$ cat config.mk
export PLATFORM = sky130hd
export DESIGN_NAME = event_fifo
export DESIGN_NICKNAME = d
export VERILOG_FILES = /design/src/rtl/event_fifo_pkg.sv /design/src/rtl/fifo_mem.sv /design/src/rtl/event_fifo.sv
export SDC_FILE = /design/constraint.sdc
export NUM_CORES = 1
export LEC_CHECK = 0
export ABC_AREA = 1
export BUFFER_PORTS_ARGS = -buffer_cell sky130_fd_sc_hd__buf_2
export CAP_MARGIN = 20
export CORE_MARGIN = 2
export CORE_UTILIZATION = 40
export CTS_CLUSTER_SIZE = 25
export DETAILED_ROUTE_END_ITERATION = 10
export PLACE_DENSITY = 0.59
export SETUP_SLACK_MARGIN = 0.2
export SLEW_MARGIN = 40
export SYNTH_ARGS = -nofsm -noshare
export SYNTH_HDL_FRONTEND = slang
export SYNTH_SLANG_ARGS = --single-unit
$ cat constraint.sdc
create_clock -name clk -period 3.82 [get_ports clk]
set_input_delay 0.573 -clock clk [delete_from_list [all_inputs] [get_ports clk]]
set_output_delay 0.573 -clock clk [all_outputs]
set_load 0.01 [all_outputs]
$ cat src/rtl/event_fifo_pkg.sv
// Shared types and defaults for the DVS event FIFO.
// Used by the FIFO itself, the event packer and the RAVENS driver.
package event_fifo_pkg;

  localparam int DEF_WIDTH    = 8;
  localparam int DEF_DEPTH    = 16;
  localparam int DEF_FWFT     = 1;
  localparam int DEF_AE_LEVEL = 1;

  function automatic int addr_w(input int depth);
    return (depth <= 2) ? 1 : $clog2(depth);
  endfunction

  typedef struct packed {
    logic empty;
    logic full;
    logic almost_empty;
    logic almost_full;
    logic overflow;
    logic underflow;
  } fifo_status_t;

endpackage

$ cat src/rtl/fifo_mem.sv
// DEPTH x WIDTH storage: synchronous write, asynchronous read.
// Contents are deliberately not reset.
module fifo_mem #(
  parameter int WIDTH = 8,
  parameter int DEPTH = 16,
  parameter int AW    = 4
) (
  input  logic             i_clk,
  input  logic             i_we,
  input  logic [AW-1:0]    i_waddr,
  input  logic [WIDTH-1:0] i_wdata,
  input  logic [AW-1:0]    i_raddr,
  output logic [WIDTH-1:0] o_rdata
);

  logic [WIDTH-1:0] r_mem [DEPTH];

  always_ff @(posedge i_clk) begin
    if (i_we) r_mem[i_waddr] <= i_wdata;
  end

  assign o_rdata = r_mem[i_raddr];

endmodule

$ cat src/rtl/event_fifo.sv
// Event FIFO: count-tracked fullness, programmable thresholds,
// sticky error flags, high-water mark and FWFT/registered read.
module event_fifo
  import event_fifo_pkg::*;
#(
  parameter int WIDTH    = DEF_WIDTH,
  parameter int DEPTH    = DEF_DEPTH,
  parameter int FWFT     = DEF_FWFT,
  parameter int AF_LEVEL = DEPTH - 2,
  parameter int AE_LEVEL = DEF_AE_LEVEL,
  localparam int AW      = addr_w(DEPTH),
  localparam int CW      = AW + 1
) (
  input  logic             clk,
  input  logic             rst,
  input  logic [WIDTH-1:0] data_in,
  input  logic             push,
  input  logic             pop,
  input  logic             err_clr,
  output logic [WIDTH-1:0] data_out,
  output logic             empty,
  output logic             full,
  output logic             almost_empty,
  output logic             almost_full,
  output logic [CW-1:0]    count,
  output logic [CW-1:0]    max_level,
  output logic             overflow,
  output logic             underflow
);

  logic [AW-1:0]    r_wr_ptr;
  logic [AW-1:0]    r_rd_ptr;
  logic [CW-1:0]    r_count;
  logic [CW-1:0]    r_max;
  logic             r_ovf;
  logic             r_unf;
  logic             w_empty;
  logic             w_full;
  logic             w_pop_acc;
  logic             w_push_acc;
  logic [CW-1:0]    w_cnt_nxt;
  logic [WIDTH-1:0] w_rd_data;

  assign w_empty    = (r_count == '0);
  assign w_full     = (r_count == CW'(DEPTH));
  assign w_pop_acc  = pop & ~w_empty;
  assign w_push_acc = push & (~w_full | w_pop_acc);
  assign w_cnt_nxt  = r_count
                    + {{AW{1'b0}}, w_push_acc}
                    - {{AW{1'b0}}, w_pop_acc};

  always_ff @(posedge clk or posedge rst) begin
    if (rst) begin
      r_wr_ptr <= '0;
      r_rd_ptr <= '0;
      r_count  <= '0;
      r_max    <= '0;
      r_ovf    <= 1'b0;
      r_unf    <= 1'b0;
    end else begin
      if (w_push_acc) r_wr_ptr <= r_wr_ptr + AW'(1);
      if (w_pop_acc)  r_rd_ptr <= r_rd_ptr + AW'(1);
      r_count <= w_cnt_nxt;
      // A new error in the clearing cycle keeps its flag set
      r_ovf <= (push & ~w_push_acc) | (r_ovf & ~err_clr);
      r_unf <= (pop & w_empty) | (r_unf & ~err_clr);
      if (err_clr)                r_max <= w_cnt_nxt;
      else if (w_cnt_nxt > r_max) r_max <= w_cnt_nxt;
    end
  end

  fifo_mem #(
    .WIDTH (WIDTH),
    .DEPTH (DEPTH),
    .AW    (AW)
  ) u_mem (
    .i_clk   (clk),
    .i_we    (w_push_acc),
    .i_waddr (r_wr_ptr),
    .i_wdata (data_in),
    .i_raddr (r_rd_ptr),
    .o_rdata (w_rd_data)
  );

  generate
    if (FWFT != 0) begin : g_fwft
      assign data_out = w_empty ? '0 : w_rd_data;
    end else begin : g_reg
      logic [WIDTH-1:0] r_dout;
      always_ff @(posedge clk or posedge rst) begin
        if (rst)            r_dout <= '0;
        else if (w_pop_acc) r_dout <= w_rd_data;
      end
      assign data_out = r_dout;
    end
  endgenerate

  assign empty        = w_empty;
  assign full         = w_full;
  assign almost_empty = (r_count <= CW'(AE_LEVEL));
  assign almost_full  = (r_count >= CW'(AF_LEVEL));
  assign count        = r_count;
  assign max_level    = r_max;
  assign overflow     = r_ovf;
  assign underflow    = r_unf;

endmodule

==> summary.txt <==
Critical path
  – R2r endpoint: max_level[4]
  – Reg2Reg Launch Point: count[2]
  – FF-to-FF path depth: 22
  – R2R setup slack: between 500 and 600 ps
  – Crit. End Element: flip-flop
  – CP required: 4130 ps
  – Worst-path maximum fanout: 6
  – Critical Path Start Type: flip-flop
  – Setup CP Type: reg -> reg
  – CP arrival: between 3000 and 4000 ps

GRT
  – Largest net degree at the start of global routing: 67
  – GRT overflow: 0
  – First-pass GRT wire length: between 20 and 25 mm
  – Number of global-route vias before repair: around 4300
  – Initial antenna violation count: 0
  – Total global-route track usage: 18.2%

STA
  – Least-Margin Pin Slew: 876 ps
  – Max Slew Vio Count: 0
  – Final hold vios: 0
  – RSZ-0062 raised after global routing: no
  – Worst rel slew slack: just over 40%
  – Final cycle utilization of the critical path: 86.5%
  – Final setup vio count: 0
  – Min Tclk post-route: between 3000 and 4000 ps
  – Setup TNS: 0 ps
  – Final worst clock skew: between 9 and 10 ps
  – Max Freq: a little over 300 MHz

Place
  – HPWL Detailed: 9.23 mm
  – Placed instance area: slightly below 0.007 sq mm
  – Number of port buffers: 36
  – Routability cong.: around 0.83

Final layout
  – Util after Layout: a little under half
  – Nets: 674
  – Layout area overhead: 15.0%
  – Filler instances: around 1500
  – Diode count: 0
  – Cell area after layout: between 0.007 and 0.008 sq mm
  – Share of cells above drive strength 1: roughly 17%

Power and ir drop
  – Leak: 2.99 nW
  – PwrDens: between 800 and 900 mW/mm^2
  – Max IR drop VDD: about 1 mV

Floorplanning
  – Die height: 132 um
  – Die X: 132 um
  – Rows: 46
  – Initial Util: roughly 40%
  – Overall die area: around 0.017 sq mm
  – Core Region: around 0.016 sq mm
  – Top Ports: 37

Synth
  – Post-synth top area share: roughly 59%
  – Post-synth EDFFs: around 130
  – Post-synthesis compound-gate area fraction: 1.43%
  – Post-synthesis xor/xnor area fraction: about 1.1%
  – Avg Inst Size Synth: 10.9 sq um
  – Area contributors post-synth: edfxtp_1 59%, nand2_1 12%, nand3_1 8.6%
  – Top cells by count, synth: 206 x nand2_1, 128 x edfxtp_1, 112 x nand3_1, 23 x inv_1, 21 x ha_1
  – #FFs+latches synth: 148
  – Adder-cell share of the synthesized area: 4.32%
  – Synth Instances: ~600
  – Post-Syn Area: around 0.0065 sq mm
  – Mux cell area share after synthesis: 0%
  – Simple-gate portion of the synthesized area: 22.2%
  – Largest family of logic cells by synthesized area: simple AND/OR/NAND/NOR gates
  – Count leader, synth: nand2_1
  – Netlist cell types: 24
  – Seq/Total Area, Yosys: 66.4%
  – Post-Syn Nets: around 630
  – Warnings, synthesis: 0
  – Ys flop type: edfxtp_1
  – Synth area leader: edfxtp_1
  – Async set-reset flop share out of synthesis: around 14%

Drt
  – Antenna Violating Nets Remaining: 0
  – Via count: ~4400
  – Drt initial violations: between 400 and 500
  – DR pass1 iterations: 5
  – DRT Wirelength: roughly 15 mm
  – DRC violations left: 0
  – DR WL/cell: ~17 um
  – Via density: between 5 and 6

Clock tree
  – Root buffer cell: clkbuf_16
  – Clock insertion delay at the later pin of the skew report: between 400 and 500 ps
  – Max clock buf depth: 2
  – CTS tree: done
  – Post-CTS Hold Buffers: 0
  – Clk sink count: approximately 150
  – CTS Buf Count: 17
  – Worst-path clk slew: approximately 60 ps
  – Depth of the CTS H-tree: 4

Job
  – Max_cap viols: 0

Min path
  – Worst hold path type: in -> async

Outcome
  – Status: finished, final reports clean
## report_power, final
group / switching (W) / leakage [nW] / internal, W
Combinational: 0.00178 / 1.33 / 0.000936
Clock: 0.000702 / 0.264 / 0.000844
Sequential: 0.000166 / 1.39 / 0.00201
## cell type report
| class | count | area, sq um | share of cell area (%) |
|---|---|---|---|
| Timing Repair Buffer | 48 | 283 | 3.76 |
| Clock inverter | 15 | 121 | 1.61 |
| Tap cell | 216 | 270 | 3.59 |
| Sequential cell | 148 | 4350 | 57.8 |
| Multi-Input combinational cell | 393 | 1960 | 26.0 |
| Clock buffer | 17 | 425 | 5.66 |
| Inverter | 31 | 116 | 1.55 |
## registers in the layout (all words and copies together) (netlist names)
signal,cells
u_mem.r_mem,128
count,5
max_level,5
r_rd_ptr,4
r_wr_ptr,4
overflow,1
underflow,1
## cells by family after synthesis
family	Yosys count
adder cells (fa/ha/maj)	22
flip-flops	148
XOR/XNOR	8
buffers and inverters	57
AND/OR/NAND/NOR	345
AO/OA/AOI/OAI	18
## through the flow
stage | hold WS [ps] | setup slack [ps] | power [W] | instances
2_1_floorplan | 519 | 531 | 0.00402 | 598
3_3_place_gp | 518 | 320 | 0.00467 | 831
3_5_place_dp | 489 | 56.1 | 0.00476 | 831
4_1_cts | 312 | 209 | 0.00637 | 864
5_1_grt | 169 | 214 | 0.00692 | 868
6_report | 148 | 516 | 0.00644 | 868
## metal layers
| metal | wire [um] | part of all wire [%] | GRT usage [%] |
|---|---|---|---|
| met2 | 7020 | 46 | 27.6 |
| met5 | 0 | 0 | 0 |
| met4 | 185 | 1.2 | 6.28 |
| met1 | 6920 | 46 | 25.6 |
| met3 | 1000 | 6.6 | 4.42 |
## worst max path at each step
stage | from | end | slack (ps) | cells past startpoint
floorplan | count[2] | max_level[1] | 530 | 22
global placement | count[2] | max_level[1] | 320 | 22
detailed placement | count[2] | max_level[4] | 60 | 22
CTS | count[2] | max_level[4] | 210 | 22
global route | count[2] | max_level[0] | 210 | 22
finish | count[2] | max_level[4] | 520 | 22
## critical path, stage by stage, from the launching register on
cell and delay, ps:
dfrtp_2 420, inv_2 90, ha_2 190, nand4_1 150
nand2_2 130, inv_2 60, nand2_2 90, nand2_1 60
ha_1 210, fa_2 360, nand2_1 80, a21oi_1 70
o21ai_0 150, nand2_1 140, ha_4 240, nand2_2 90
inv_2 40, nand2_1 50, nand2_1 80, o21ai_4 220
nand2_2 120, nand2_1 70, nand2_1 50
## timing repair
action | 4_1_cts | 5_1_grt
endpoints found under the setup margin | 5 | 5
gates resized for setup | 4 | 10
pin swaps | 1 | 4
setup buffers | 1 | 4
## cells in the final DEF (no fill, tap or decap), types with 2 or more instances in the layout
master	instances
ha_1	19
edfxtp_1	128
dfrtp_2	2
clkinv_4	3
a21oi_1	12
nor3_1	3
buf_4	11
nand3_1	112
nor2_2	9
inv_1	19
dfrtp_1	18
xor2_1	7
nand2_2	6
clkinvlp_4	3
nor2_1	11
nand4_1	2
inv_8	2
inv_6	4
o21ai_0	5
nand2_1	201
buf_2	36
clkinv_2	3
inv_2	11
clkbuf_16	17
Power figures use the tool's default switching activity.
